$ cat config.mk
export PLATFORM = sky130hd
export DESIGN_NAME = taillight_sched
export DESIGN_NICKNAME = d
export VERILOG_FILES = /design/src/rtl/taillight_pkg.sv /design/src/rtl/tick_gen.sv /design/src/rtl/taillight_sched.sv
export SDC_FILE = /design/constraint.sdc
export NUM_CORES = 1
export LEC_CHECK = 0
export BUFFER_PORTS_ARGS = -buffer_cell sky130_fd_sc_hd__buf_2
export CAP_MARGIN = 30
export CORE_MARGIN = 2
export CORE_UTILIZATION = 40
export CTS_CLUSTER_SIZE = 24
export DETAILED_ROUTE_END_ITERATION = 6
export RECOVER_POWER = 50
export SLEW_MARGIN = 20
export SYNTH_ARGS = -nofsm -noshare
export SYNTH_HDL_FRONTEND = slang
export SYNTH_HIERARCHICAL = 1
export SYNTH_SLANG_ARGS = --single-unit
$ cat constraint.sdc
create_clock -name clk -period 6.11 [get_ports clk]
set_input_delay 0.3055 -clock clk [delete_from_list [all_inputs] [get_ports clk]]
set_output_delay 0.3055 -clock clk [all_outputs]
set_load 0.02 [all_outputs]
$ cat src/rtl/taillight_pkg.sv
// rtl/taillight_pkg.sv - state encoding and lamp patterns for taillight_sched
package taillight_pkg;

  typedef enum logic [3:0] {
    IDLE = 4'd0,
    L1   = 4'd1,
    L2   = 4'd2,
    L3   = 4'd3,
    R1   = 4'd4,
    R2   = 4'd5,
    R3   = 4'd6,
    H1   = 4'd7,
    H2   = 4'd8,
    H3   = 4'd9
  } tl_state_t;

  // {left[5:3], right[2:0]}; innermost lamps are bit 3 and bit 2
  localparam logic [5:0] PAT_IDLE = 6'b000_000;
  localparam logic [5:0] PAT_L1   = 6'b001_000;
  localparam logic [5:0] PAT_L2   = 6'b011_000;
  localparam logic [5:0] PAT_L3   = 6'b111_000;
  localparam logic [5:0] PAT_R1   = 6'b000_100;
  localparam logic [5:0] PAT_R2   = 6'b000_110;
  localparam logic [5:0] PAT_R3   = 6'b000_111;
  localparam logic [5:0] PAT_H1   = 6'b001_100;
  localparam logic [5:0] PAT_H2   = 6'b011_110;
  localparam logic [5:0] PAT_H3   = 6'b111_111;

endpackage

$ cat src/rtl/tick_gen.sv
// rtl/tick_gen.sv - free-running prescaler, one-cycle tick every DIV_MAX+1 clocks
module tick_gen #(
  parameter int unsigned DIV_W   = 24,
  parameter int unsigned DIV_MAX = 12_499_999
) (
  input  logic clk,
  input  logic reset_n,
  output logic tick
);

  localparam logic [DIV_W-1:0] TERM = DIV_W'(DIV_MAX);

  logic [DIV_W-1:0] cnt_q, cnt_d;

  always_comb begin
    tick  = (cnt_q == TERM);
    cnt_d = tick ? '0 : cnt_q + DIV_W'(1);
  end

  always_ff @(posedge clk or negedge reset_n) begin
    if (!reset_n) cnt_q <= '0;
    else          cnt_q <= cnt_d;
  end

endmodule

$ cat src/rtl/taillight_sched.sv
// rtl/taillight_sched.sv - tail-light sequencer: switch sync, arbitration, pattern decode
// Optional brake overlay enabled by defining TAILLIGHT_BRAKE_EN.
module taillight_sched
  import taillight_pkg::*;
#(
  parameter int unsigned DIV_W   = 24,
  parameter int unsigned DIV_MAX = 12_499_999
) (
  input  logic       clk,
  input  logic       reset_n,
  input  logic       left,
  input  logic       right,
  input  logic       hazard,
  input  logic       brake,
  output logic [5:0] lights,
  output logic       busy,
  output logic       tick
);

  tick_gen #(
    .DIV_W  (DIV_W),
    .DIV_MAX(DIV_MAX)
  ) u_tick_gen (
    .clk    (clk),
    .reset_n(reset_n),
    .tick   (tick)
  );

  // {hazard, right, left} through a two-flop synchronizer
  logic [2:0] sw_meta_q, sw_meta_d, sw_s_q, sw_s_d;
  logic       left_s, right_s, hazard_s;
  logic       brake_s;

  always_comb begin
    sw_meta_d = {hazard, right, left};
    sw_s_d    = sw_meta_q;
  end

  always_ff @(posedge clk or negedge reset_n) begin
    if (!reset_n) begin
      sw_meta_q <= '0;
      sw_s_q    <= '0;
    end else begin
      sw_meta_q <= sw_meta_d;
      sw_s_q    <= sw_s_d;
    end
  end

  assign left_s   = sw_s_q[0];
  assign right_s  = sw_s_q[1];
  assign hazard_s = sw_s_q[2];

`ifdef TAILLIGHT_BRAKE_EN
  logic brake_meta_q, brake_meta_d, brake_s_q, brake_s_d;

  always_comb begin
    brake_meta_d = brake;
    brake_s_d    = brake_meta_q;
  end

  always_ff @(posedge clk or negedge reset_n) begin
    if (!reset_n) begin
      brake_meta_q <= 1'b0;
      brake_s_q    <= 1'b0;
    end else begin
      brake_meta_q <= brake_meta_d;
      brake_s_q    <= brake_s_d;
    end
  end

  assign brake_s = brake_s_q;
`else
  logic brake_unused;
  assign brake_unused = brake;
  assign brake_s      = 1'b0;
`endif

  tl_state_t state_q, state_d;

  always_ff @(posedge clk or negedge reset_n) begin
    if (!reset_n) state_q <= IDLE;
    else          state_q <= state_d;
  end

  always_comb begin
    state_d = state_q;
    case (state_q)
      IDLE: if (tick) begin
        if (hazard_s || (left_s && right_s)) state_d = H1;
        else if (left_s)                     state_d = L1;
        else if (right_s)                    state_d = R1;
      end
      L1:   if (tick) state_d = hazard_s ? H1 : L2;
      L2:   if (tick) state_d = hazard_s ? H1 : L3;
      L3:   if (tick) state_d = hazard_s ? H1 : IDLE;
      R1:   if (tick) state_d = hazard_s ? H1 : R2;
      R2:   if (tick) state_d = hazard_s ? H1 : R3;
      R3:   if (tick) state_d = hazard_s ? H1 : IDLE;
      H1:   if (tick) state_d = H2;
      H2:   if (tick) state_d = H3;
      H3:   if (tick) state_d = IDLE;
      // corrupted encodings recover immediately rather than waiting for a tick
      default: state_d = IDLE;
    endcase
  end

  always_comb begin
    lights = PAT_IDLE;
    case (state_q)
      L1: lights = PAT_L1;
      L2: lights = PAT_L2;
      L3: lights = PAT_L3;
      R1: lights = PAT_R1;
      R2: lights = PAT_R2;
      R3: lights = PAT_R3;
      H1: lights = PAT_H1;
      H2: lights = PAT_H2;
      H3: lights = PAT_H3;
      default: lights = PAT_IDLE;
    endcase
    if (brake_s) begin
      case (state_q)
        IDLE:       lights      = 6'b111_111;
        L1, L2, L3: lights[2:0] = 3'b111;
        R1, R2, R3: lights[5:3] = 3'b111;
        default:    ;
      endcase
    end
    busy = (state_q != IDLE);
  end

endmodule

== Yosys cells after proc, flatten, opt, wreduce, memory -nomap -nowiden ==
Memory sizes are Yosys's and may differ from the RTL's.
Index checks and enable logic that the tools add are counted.
Cells by class
  equality and inequality tests: 20
  muxes and demuxes: 19
  $add $sub $neg: 1
  reductions and logical operators: 6
Operators by type and width (number)
  $mux W4: 12
  $pmux W4 S9: 1
  $add A24 B1 Y24 const B: 1
  $eq A24 B24 Y1 const B: 1
  $mux W24: 1
  $eq A4 B3 Y1 const B: 4
  $ne A2 B2 Y1 const B: 8
  $reduce_and A10 Y1: 1
  $mux W3: 3
  $eq A4 B2 Y1 const B: 2
  $eq A4 B4 Y1 const B: 2
  $eq A4 B1 Y1 const B: 1
  $logic_not A4 Y1: 1
  $ne A4 B4 Y1 const B: 1
  $reduce_bool A4 Y1: 1
  $mux W2: 1
  $ne A2 B1 Y1 const B: 1
  $reduce_or A2 Y1: 1
  $logic_and A1 B1 Y1: 1
  $logic_or A1 B1 Y1: 1
  $mux W1: 1
Word-level totals
  flip-flop bits (word level): 34
  memories: 1
  ROM bits: 96
  word-level logic and storage cells: 51
Memory list
  (name not given): words 16, width 6, read ports 1, clocked after Yosys merged registers in 0, wr ports 0, RTL line taillight_sched.sv:109  | case (state_q)

== Longest topological paths before layout ==
  depth in word-level cells: 5
  gate-level depth with buffers: 8

== Hierarchy ==
Netlist, hierarchy kept.
By module, submodules not included
  tick_gen: area each 1177.4 µm², cells an instance 116, times used 1
  taillight_sched: area each 669.4 µm², cells an instance 69, times used 1

== Worst setup path after synthesis ==
Ideal clock, no wire load.
  path kind: reg-to-reg
  start: register u_tick_gen.cnt_q[0]
  end: register state_q[1]
  clock period less this slack: 2.433 ns
  arrival time: 2.308 ns
  buffers on the path: 1
  setup time: 0.125 ns
  path slack: 3.677 ns
  cell stages (with the launch flop): 9
  path through: dfrtp_1 > ha_1 > and4_1 > nand4_1 > nor2_1 > clkbuf_1 > o31ai_4 > o211ai_4 > mux2_4
On the way
  word-level cells in the longest chain between the ends: 3
Ends and longest elaborated chain
  start: declaration: RTL line tick_gen.sv:13  | logic [DIV_W-1:0] cnt_q, cnt_d;
  start signal: assignment: RTL line tick_gen.sv:22  | else cnt_q <= cnt_d;
  $eq A24 B24 Y1 *: RTL line tick_gen.sv:16  | tick = (cnt_q == TERM);
  net tick: RTL line taillight_sched.sv:17  | output logic tick
  $ne A2 B2 Y1 (no line) or $ne A2 B1 Y1 (tied branches)
  $reduce_and A10 Y1 (no line) *
  end signal: assignment: RTL line taillight_sched.sv:82  | else state_q <= state_d;
  end: declaration: RTL line taillight_sched.sv:78  | tl_state_t state_q, state_d;
Mark *: on every way through the listed nets, which the timed path passes. The rest lies on a longest branch.
A chain may end at the register's enable or synchronous reset.

== Final worst setup path ==
  start: register u_tick_gen.cnt_q[0]
  end: output tick
On the way
  word-level cells in the longest chain between the ends: 1
Ends and longest elaborated chain (RTL line)
  $eq A24 B24 Y1: tick_gen.sv:16
  end: declaration: taillight_sched.sv:17
No other way between the ends.

==> flow_summary.rst <==
.. list-table::
   :header-rows: 1

   * - Metric
     - Value
   * - Reported leakage power
     - 0.000875 µW
   * - Post CTS Setup Buffer Count
     - 0
   * - Sum of met3 wire segment lengths after detailed routing
     - 144 µm
   * - Detailed Routing Iterations Pass 1
     - 4
   * - Highest metal layer used by the detailed router
     - met4
   * - Net Sw Frac
     - 19.7%
   * - Worst vdd rail ir drop
     - 122 µV
   * - Met1 WL
     - 1700 µm
   * - CTS buffer count
     - 5
   * - Wirelength, routed
     - 3580 µm
   * - Final Skew
     - 0.00466 ns
   * - Post-synth cell types
     - 48
   * - Portion of the post-synthesis area used by sequential elements
     - 46.1%
   * - Routability Congestion
     - 0.839
   * - Pin count of the biggest net entering global routing
     - 35
   * - Count of routing violations after the opening detailed-route iteration
     - 112
   * - Worst-Margin Slew
     - 1.78 ns
   * - Startpoint class of the critical path
     - register
   * - Post-Place Setup Slack
     - 4.06 ns
   * - Number of failing hold endpoints at the final stage
     - 0
   * - Number of levels the H-tree was split into
     - 2
   * - Post-route DRC
     - 0
   * - Most common library cell in the layout ignoring fill and taps
     - dfrtp_1
   * - Data required time of the critical path
     - 5.80 ns
   * - Total die area
     - 5180 µm²
   * - Met2 routed WL
     - 1690 µm
   * - Number of pins with negative max-slew slack in the final report
     - 35
   * - Final worst setup slack
     - 3.77 ns
   * - Post-detailed-placement half-perimeter wirelength
     - 2510 µm
   * - # diodes
     - 0
   * - Initial standard-cell utilization of the core
     - 41.8%
   * - Final-stage net count
     - 210
   * - Count of filler cells inserted in the layout
     - 418
   * - Pwr/cell area
     - 235 nW/µm²
   * - Post-synthesis share of cell area spent on xor and xnor gates
     - 6.64%
   * - Post-DR wirelength/cell
     - 14.2 µm
   * - Adder-cell share of the synthesized area
     - 3.39%
   * - Combinational share of power
     - 1.5%
   * - Nets in the synthesized netlist
     - 196
   * - CTS max path bufs
     - 2
   * - GR Overflow Total
     - 0
   * - Number of instances in the synthesized netlist
     - 185
   * - Shortest period the worst path allows
     - 2.34 ns
   * - Number of standard-cell rows in the floorplan
     - 24
   * - Summed instance area of the synthesized netlist
     - 1850 µm²
   * - Synthesized-area fraction occupied by and/or/nand/nor cells
     - 23.0%
   * - Portion of total power attributed to sequential cells
     - 46.8%
   * - Critical Path Sink Type
     - output port
   * - Via density per instance
     - 5.64
   * - Number of vias after detailed routing
     - 1422
   * - Maximum Capacitance Violations
     - 1
   * - Largest family of logic cells by synthesized area
     - simple AND/OR/NAND/NOR gates
   * - Async S/R FF share, synth
     - 100%
   * - Type of the worst setup path
     - register to output port
   * - Worst hold-check path type
     - input pin to register
   * - Arrival time of data at the critical path endpoint
     - 2.03 ns
   * - Clock network fraction of design power
     - 51.7%
   * - Port-buffer cells
     - 12
   * - Number of enable flip-flop cells after synthesis
     - 0
   * - Root buffer selected by CTS
     - clkbuf_8
   * - Clock slew at the register clock pins of the worst setup and hold paths
     - 0.08 ns
   * - Clock insertion delay at the later pin of the skew report
     - 0.29 ns
   * - Share of layout cells above drive strength 1
     - 16.0%
   * - Die extent in y
     - 71.9 µm
   * - Die W
     - 71.9 µm
   * - Int Pwr
     - 392 µW
   * - Mux contribution to synthesized area
     - 2.71%
   * - Normalized max-slew margin
     - -18.6%
   * - Commonest cells after routing, fill and taps aside
     - dfrtp_1, nand2_1, nor2_1
   * - CTS Sinks
     - 34
   * - Count of state elements after synthesis
     - 34
   * - Clock tree from TritonCTS
     - built
   * - Most common flop cell mapped by yosys
     - dfrtp_1
   * - Top Ports
     - 14
   * - Max Clk Rate
     - 0.428 GHz
   * - Compound-Gate Fraction of Synth Area
     - 14.4%
   * - Antenna violations before repair
     - 0
   * - Biggest fanout along the worst timing path
     - 17
   * - Relative area change from synthesis to final layout
     - 12.4%
   * - Failing checks
     - capacitance limit, slew limit
   * - PostCTS Resize Cnt
     - 0
   * - GR Util All Layers
     - 15.8%
   * - Number of nets with antenna violations after detailed routing
     - 0
   * - Sum of negative setup slack
     - 0 ns
   * - Core Region
     - 4410 µm²
   * - Global-route wire length before repair
     - 6310 µm
   * - Via count of the first global-routing pass
     - 1425
   * - Syn. warnings
     - 6
   * - NetSw
     - 96.3 µW
   * - Fraction of the cycle the final worst path needs
     - 38.3%
   * - Status
     - complete, but fails checks
   * - Final setup violation count
     - 0
   * - Average cell area after synthesis
     - 9.98 µm²
   * - Hold-fix buffer count after cts
     - 0
   * - RSZ-0062 raised after global routing
     - false
-- metrics by stage --
step,instances,hold WS (ns),power (µW),utilization [%],cell area (µm²)
floorplan,185,0.00991,235,-,1850
global placement,244,0.337,241,43.9,1940
detailed placement,244,0.336,241,43.9,1940
CTS,252,0.104,495,47.1,2080
global route,252,0.105,507,47.0,2080
finish,252,0.119,489,47.0,2080
-- layer usage --
layer / global-route usage (%) / up-vias
li1: - / 700
met1: 20.8 / 696
met2: 23.6 / 21
met3: 5.42 / 5
met4: 6.92 / 0
met5: 0 / -
-- power by group through the flow --
stage          combinational, µW  sequential, µW  clock (µW)
4_1_cts                     8.06             229         259
2_1_floorplan               3.19             232           0
3_3_place_gp                7.81             233           0
3_5_place_dp                8.04             233           0
5_1_grt                     8.72             229         269
6_report                    7.37             229         253
-- sequential cells by signal, indices dropped and copies added (netlist names) --
register	count
sw_s_q	3
state_q	4
sw_meta_q	3
u_tick_gen/cnt_q	24
-- cell type report --
cell class	instances	area (µm²)	area share [%]
Multi-Input combinational cell	137	926	44.6
Sequential cell	34	851	41.0
Clock buffer	5	68.8	3.32
Clock inverter	3	68.8	3.32
Timing Repair Buffer	13	66.3	3.19
Tap cell	52	65.1	3.13
Inverter	8	30.0	1.45
-- final timing paths --
path                                          start              endpoint  slack (ns)  cells after the start
worst min register to register         sw_meta_q[0]             sw_s_q[0]        0.35                      0
worst max register to register  u_tick_gen/cnt_q[0]  u_tick_gen/cnt_q[20]        4.07                      5
worst max-delay path            u_tick_gen/cnt_q[0]                  tick        3.77                      6
worst min-delay path                         hazard          sw_meta_q[2]        0.12                      1
min in group asynchronous                   reset_n            state_q[3]        0.48                      1
max in group asynchronous                   reset_n            state_q[1]        4.60                      1
-- worst max-delay path: stages (launching register included) --
cell and delay, ns:
dfrtp_1 0.39, ha_1 0.24, and4_1 0.29, nand4_1 0.11
nor2_1 0.22, buf_4 0.28, buf_2 0.20
-- cell families after synthesis --
| group | count (synthesis) |
|---|---|
| adders and majority gates | 5 |
| DFF | 34 |
| xor gates and xnor gates | 14 |
| and+or+nand+nor | 76 |
| muxes | 4 |
| AOI/OAI and AO/OA | 38 |
| buffers and inverters | 14 |
-- cells in the mapped netlist, types with 3 or more instances --
cell	n	share of area (%)
nand2_1	17	3.5
nor3_1	3	0.81
xnor2_1	9	4.3
nand3_1	5	1.4
or4_1	5	2.0
or3_1	3	1.0
a21oi_1	12	3.3
o31ai_1	6	2.4
dfrtp_1	34	46
ha_1	5	3.4
nor2_1	17	3.5
nand4_1	7	2.4
o21ai_1	3	0.81
inv_1	7	1.4
xor2_1	5	2.4
o21ai_0	5	1.4
No activity file was read; power rests on OpenSTA's default activity.
